## src/rtl/voice_phase_bank.sv

```systemverilog
// voice_phase_bank: round-robin bank of NBANKS voice phase accumulators with a note allocation FSM
// Ports: clk/rst (sync, active-high); clk_en gates slot counter, phase update and sample outputs;
//        i_note_valid/i_note_on/i_note_midi with o_note_ready form the note event handshake;
//        o_phase/o_midi/o_valid/o_slot describe the emitted slot; o_active is the live-slot mask;
//        o_drop pulses when a note-on finds no free slot.
module voice_phase_bank #(
  parameter int NBANKS = 10,
  parameter int FS_HZ  = 48000
) (
  input  logic              clk,
  input  logic              rst,
  input  logic              clk_en,
  input  logic              i_note_valid,
  input  logic              i_note_on,
  input  logic [6:0]        i_note_midi,
  output logic              o_note_ready,
  output logic [23:0]       o_phase,
  output logic [6:0]        o_midi,
  output logic              o_valid,
  output logic [3:0]        o_slot,
  output logic [NBANKS-1:0] o_active,
  output logic              o_drop
);
  typedef enum logic [1:0] {IDLE, SCAN, APPLY} state_t;
  state_t r_state, w_next;
  logic [23:0] w_rom [128];
  logic [NBANKS-1:0] r_active;
  logic [6:0]  r_midi  [NBANKS];
  logic [23:0] r_tword [NBANKS];
  logic [23:0] r_phase [NBANKS];
  logic [3:0]  r_s, r_k, r_match_idx, r_free_idx;
  logic        r_ev_on, r_match_found, r_free_found;
  logic [6:0]  r_ev_midi;
  // Equal-tempered tuning words, A4 (note 69) = 440 Hz, folded to constants at elaboration
  for (genvar g = 0; g < 128; g++) begin : g_rom
    assign w_rom[g] = 24'($rtoi(16777216.0 * 440.0 * (2.0 ** (real'(g - 69) / 12.0)) / real'(FS_HZ) + 0.5));
  end
  always_comb begin
    w_next = r_state == IDLE ? (i_note_valid ? SCAN : IDLE) :
             r_state == SCAN ? (r_k == 4'(NBANKS - 1) ? APPLY : SCAN) : IDLE;
    o_note_ready = r_state == IDLE;
    o_drop = r_state == APPLY && r_ev_on && !r_match_found && !r_free_found;
    o_active = r_active;
  end
  always_ff @(posedge clk) begin
    if (rst) begin
      r_state <= IDLE;
      r_s <= '0;
      r_k <= '0;
      r_active <= '0;
      r_ev_on <= 1'b0;
      r_ev_midi <= '0;
      r_match_found <= 1'b0;
      r_free_found <= 1'b0;
      r_match_idx <= '0;
      r_free_idx <= '0;
      o_phase <= '0;
      o_midi <= '0;
      o_valid <= 1'b0;
      o_slot <= '0;
      for (int i = 0; i < NBANKS; i++) begin
        r_midi[i] <= '0;
        r_tword[i] <= '0;
        r_phase[i] <= '0;
      end
    end else begin
      r_state <= w_next;
      if (clk_en) begin
        o_slot <= r_s;
        o_valid <= r_active[r_s];
        o_phase <= r_active[r_s] ? r_phase[r_s] : '0;
        o_midi <= r_active[r_s] ? r_midi[r_s] : '0;
        if (r_active[r_s]) r_phase[r_s] <= r_phase[r_s] + r_tword[r_s];
        r_s <= r_s == 4'(NBANKS - 1) ? '0 : r_s + 4'd1;
      end
      if (r_state == IDLE && i_note_valid) begin
        r_ev_on <= i_note_on;
        r_ev_midi <= i_note_midi;
        r_match_found <= 1'b0;
        r_free_found <= 1'b0;
        r_k <= '0;
      end
      if (r_state == SCAN) begin
        if (!r_match_found && r_active[r_k] && r_midi[r_k] == r_ev_midi) begin
          r_match_found <= 1'b1;
          r_match_idx <= r_k;
        end
        if (!r_free_found && !r_active[r_k]) begin
          r_free_found <= 1'b1;
          r_free_idx <= r_k;
        end
        r_k <= r_k + 4'd1;
      end
      // Placed after the emission update so a same-cycle write to the emitted slot wins
      if (r_state == APPLY) begin
        if (r_ev_on && r_match_found) r_phase[r_match_idx] <= '0;
        else if (r_ev_on && r_free_found) begin
          r_active[r_free_idx] <= 1'b1;
          r_midi[r_free_idx] <= r_ev_midi;
          r_tword[r_free_idx] <= w_rom[r_ev_midi];
          r_phase[r_free_idx] <= '0;
        end else if (!r_ev_on && r_match_found) r_active[r_match_idx] <= 1'b0;
      end
    end
  end
endmodule

```

## config.mk

```make
export PLATFORM = sky130hd
export DESIGN_NAME = voice_phase_bank
export DESIGN_NICKNAME = d
export VERILOG_FILES = /design/src/rtl/voice_phase_bank.sv
export SDC_FILE = /design/constraint.sdc
export NUM_CORES = 2
export LEC_CHECK = 0
export ABC_AREA = 1
export CORE_ASPECT_RATIO = 0.9
export CORE_UTILIZATION = 55
export DETAILED_ROUTE_END_ITERATION = 6
export DONT_BUFFER_PORTS = 1
export HOLD_SLACK_MARGIN = 0.02
export PLACE_DENSITY = 0.7
export SKIP_CTS_REPAIR_TIMING = 1
export SLEW_MARGIN = 20
export SYNTH_ARGS = -nofsm -noshare
export SYNTH_HDL_FRONTEND = slang
export SYNTH_SLANG_ARGS = --single-unit
```

## constraint.sdc

```tcl
create_clock -name clk -period 5.9 [get_ports clk]
set_input_delay 1.18 -clock clk [delete_from_list [all_inputs] [get_ports clk]]
set_output_delay 1.18 -clock clk [all_outputs]
set_load 0.01 [all_outputs]
```

Yosys cells after proc, flatten, opt, wreduce, memory -nomap -nowiden
Memories as Yosys holds them, arrays and structs flattened. A register that Yosys moved wholly into a read port is not among the register bits. Index checks and enable logic that the tools add are counted.

Register bits after elaboration: 74. Memories: 4. ROM bits: 3072. Bits of input ports: 12. Output and inout bits: 48. RAM bits: 550. Word-level logic and storage cells: 130.

Memories: (no name shown) (words 128, width 24, read ports 1, clocked after Yosys merged registers in 0, wr ports 0, line 100) `r_tword[r_free_idx] <= w_rom[r_ev_midi];`; r_phase (words 10, width 24, read ports 1, clocked after Yosys merged registers in 1, wr ports 10, line 30) `logic [23:0] r_phase [NBANKS];`; r_tword (words 10, width 24, read ports 1, clocked after Yosys merged registers in 1, wr ports 10, line 29) `logic [23:0] r_tword [NBANKS];`; r_midi (words 10, width 7, read ports 2, clocked after Yosys merged registers in 2, wr ports 10, line 28) `logic [6:0] r_midi [NBANKS];`.

Reduce and logical (&&, ||, !) cells: 27. Eq/ne operators: 5. Bitwise operators: 5. Add/subtract/negate cells: 3. Magnitude comparators: 7. Muxes and demuxes: 65.

Operators with widths (number): 24-bit two-way mux (7); 24-bit OR reduction (4); 4-bit two-way mux (16); 1-bit two-way mux (31); 24-bit adder (1); 4-bit by 5-bit less-than comparator with 1-bit output, second input constant (4); 10-bit two-way mux (2); 7-bit two-way mux (2); 1-bit logical AND (12); 10-bit bitwise AND (1); 10-bit inverter (1); 10-bit OR (1); 4-bit by 1-bit adder with 4-bit output, second input constant (2); 1-bit binary-select mux with 4-bit select (2); 1-bit demux with 4-bit select (2); 4-bit equality test, second input constant (2); 4-bit by 1-bit greater-or-equal comparator with 1-bit output, second input constant (2); 8-bit greater-or-equal comparator, second input constant (1); 7-bit inverter with 8-bit output (1); 7-bit equality test (1); 7-bit OR reduction (1); 2-bit two-way mux (3); 1-bit logical NOT (4); 2-bit AND reduction (2); other kinds (6) (7).

Logic depth before layout (Yosys ltp)
Depth after elaboration: 8. Depth in mapped cells: 24. Depth with buffers taken out: 20.

Worst setup path after synthesis
No wires, ideal clock.

Path type: input to register. From: input rst. To: memory r_midi[10][0] (enable). Data required time: 5.483 ns. Path buffers: 3. Arrival: 3.501 ns. Cell stages on the path: 6. Path slack: 1.982 ns. Library setup time: 0.417 ns. Path through: inv_1 -> clkbuf_1 -> clkbuf_1 -> clkbuf_1 -> nand3b_1 -> nor2_1.

RTL lines: start: declaration (line 11) `input logic rst,`; end: declaration (line 28).

==> reports/summary.txt <==
Post-synthesis sequential area ratio = 0.535
GR peak layer = met1
Worst Skew = 0.0379 ns
Met1 usage = 0.527
Critical path arrival = 5.73 ns
Placed insts = 6,121
Syn-to-layout area delta = 8.66%
Max clock buf depth = 3
Die area = 81,800 sq um
Routed vias = 39,644
Final WL = 152,000 um
Final Slew Violations = 0
Minimum clock period = 5.11 ns
H-Tree Depth = 3
Layout cells sized above 1 = 0.0637
Top fanout value on the critical path = 167
Commonest non-fill, non-tap cell in the layout = nor2_1
Setup TNS = 0 ns
Fin crit share = 0.866
TritonCTS clock tree = done
FF-to-FF path depth = 18
Final cell count without fillers = 6,298
Num Clock Sinks = 946
Tot GR Track Use = 0.363
DRC = 18
Worst hold stages = 2
Max VDD drop = 249 uV
Port bufs = 0
Buf+Inv Stages, Crit Path = 2
Most frequent cells in the layout = nor2_1, nand2_1, o21ai_0
Multi-input logic area = 17,600 sq um
Worst relative slew slack = 0.199
Failing checks = design-rule violations
Power density over the cells = 308 nW/um^2
Setup crit end kind = flop
Lkg Pwr = 18.8 nW
Detailed Routing Iterations Pass 1 = 7
Fin area = 48,200 sq um
Data required time of the critical path = 6.51 ns
Post-synthesis net count = 5,400
Family with the most delay on the worst path = compound AO/OA/AOI/OAI gates
Largest net degree at the start of global routing = 208
Setup-failing EPs final = 0
Seq cells post-synth = 946
Initial Utilization = 0.557
Critical Path Source Type = flop
Flop-to-flop setup slack = 0.79 ns
Initial drt markers = 6,084
Worst stage delay on the critical path = 0.92 ns
Crit Reg-Reg Endpoint = r_phase[2][22]
Slowest CP cell = xor2_1
Worst-path clk slew = 0.06 ns
Max cap viols = 0
Synth cell types = 58
Finished Core Util = 0.606
# nets final = 5,215
Ports = 60
Clock latency on the worst-skew pair = 0.70 ns
DP Area = 45,100 sq um
Global-route wire length before repair = 225,000 um
Most frequent CP cell = nand2_1
Site row count = 98
Hold EP = r_phase[11][17]
TritonCTS buffer count = 95
Status = finished, violations left
DP HPWL = 90,600 um
Worst Tran Pin Value = 1.20 ns
Total power = 14.9 mW
Post-Syn Area = 44,300 sq um
Post-synth ARST share = 0
Grt ovf = 0
Initial antenna violation count = 1
Met3 global-route usage = 0.0901
F_max = 0.196 GHz
Hold path startpoint = r_phase[11][17]
Core area = 79,600 sq um
Syn Area/Cell = 8.28 sq um
Worst-path cell chain = inv_8 -> buf_12 -> o21ai_0 -> o22ai_1 -> o211ai_1 -> nand2_1 -> ha_1 -> a21oi_1 -> nand2_1 -> nand2_1 -> nand2_1 -> nand2_1 -> nand2_1 -> nand2_1 -> nand2_1 -> xor2_1 -> nand2_1 -> a21oi_1
Reg area = 23,800 sq um
Clk root buf = clkbuf_16
Main synth FF type = edfxtp_1
Placer Congestion = 1.00
Die X = 301 um
Routed vias/inst = 6.29
Final-report hold violation count = 0
EDFF count, synth = 480
Vias in the first global route = 36,037
HP Class = reg -> reg
Die Height = 271 um
Fillers = 6,902
RSZ-0062 raised after global routing = no
Antenna-violating nets left = 0
Synth Instances = 5,353
Crit Path Class = reg -> reg
Synth Warn # = 0
Wire per inst = 24.1 um
Met2 usage = 0.523
-- synth_stat cells (17+ instances only) --
| cell type | n | share of area |
|---|---|---|
| buf_1 | 30 | 0.0025 |
| o21ai_0 | 575 | 0.065 |
| clkbuf_1 | 277 | 0.023 |
| inv_2 | 17 | 0.0014 |
| nor2_2 | 21 | 0.0030 |
| nor3_1 | 33 | 0.0037 |
| ha_1 | 34 | 0.0096 |
| buf_4 | 20 | 0.0034 |
| nand3_1 | 466 | 0.053 |
| nand2_1 | 741 | 0.063 |
| edfxtp_1 | 480 | 0.33 |
| a32o_1 | 24 | 0.0054 |
| o211ai_1 | 90 | 0.015 |
| a21oi_1 | 442 | 0.050 |
| buf_2 | 60 | 0.0068 |
| a31oi_1 | 18 | 0.0025 |
| nor2_1 | 920 | 0.078 |
| inv_1 | 371 | 0.031 |
| o22ai_1 | 46 | 0.0065 |
| o221ai_1 | 109 | 0.022 |
| dfxtp_1 | 466 | 0.21 |
-- registers in the layout, summed over array words and instances, names as in the netlist, 2 cells and up, named ones only --
register     cells
r_phase        384
r_tword        368
r_midi         112
o_phase         24
o_active        10
o_midi           7
r_ev_midi        7
o_slot           4
r_free_idx       4
r_k              4
r_match_idx      4
r_s              4
r_state          2
-- how the worst max path moves through the flow --
stage | end | cells after the start | slack, ns
finish | r_phase[2][22] | 18 | 0.79
global route | r_phase[4][22] | 18 | 0.66
CTS | r_phase[5][22] | 18 | 1.14
detailed placement | r_phase[5][22] | 18 | 1.17
floorplan | r_midi[10][0] | 6 | 1.98
global placement | r_phase[1][22] | 18 | 1.22
-- per-stage QoR --
stage	setup WS, ns	hold WS, ns
after CTS	1.14	0.423
after global placement	1.22	0.411
after global routing	0.662	0.436
final	0.789	0.422
after floorplan	1.98	0.405
after detailed placement	1.17	0.414
-- metal layers --
metal | share of wire | vias up
li1 | - | 17947
met1 | 0.40 | 18582
met2 | 0.43 | 2724
met3 | 0.13 | 391
met4 | 0.035 | 0
met5 | 0 | -
-- cell type report --
type | count | share of cell area
multi-input combinational | 3617 | 0.365
clock buffer | 118 | 0.0522
tap | 1050 | 0.0273
clock inverter | 58 | 0.0110
antenna | 1 | 0.0000519
sequential | 946 | 0.493
inverter | 401 | 0.0317
timing repair buffer | 107 | 0.0200
-- worst min-delay path, cell delays in order (launching register included) --
cell and delay, ns:
dfxtp_1 0.30, inv_1 0.04, nor2_1 0.03
-- report_power, final --
group	total [mW]	leakage, nW	switching [mW]	internal [mW]
Sequential	7.08	8.60	0.0787	7.00
Combinational	1.80	8.73	1.33	0.476
Clock	5.98	1.49	2.66	3.31
-- cells by family (layout without fill, tap and decap cells) --
| family | Yosys count | in the layout | share of synthesized area |
|---|---|---|---|
| simple gates | 2222 | 2222 | 0.207 |
| compound gates | 1346 | 1346 | 0.174 |
| flops | 946 | 946 | 0.535 |
| buf+inv | 790 | 684 | 0.0706 |
| fa+ha+maj | 35 | 35 | 0.0100 |
| xor+xnor | 13 | 13 | 0.00257 |
| mux | 1 | 1 | 0.000226 |
| other cells | 0 | 1 | 0 |
No activity file was read; power rests on OpenSTA's default activity.
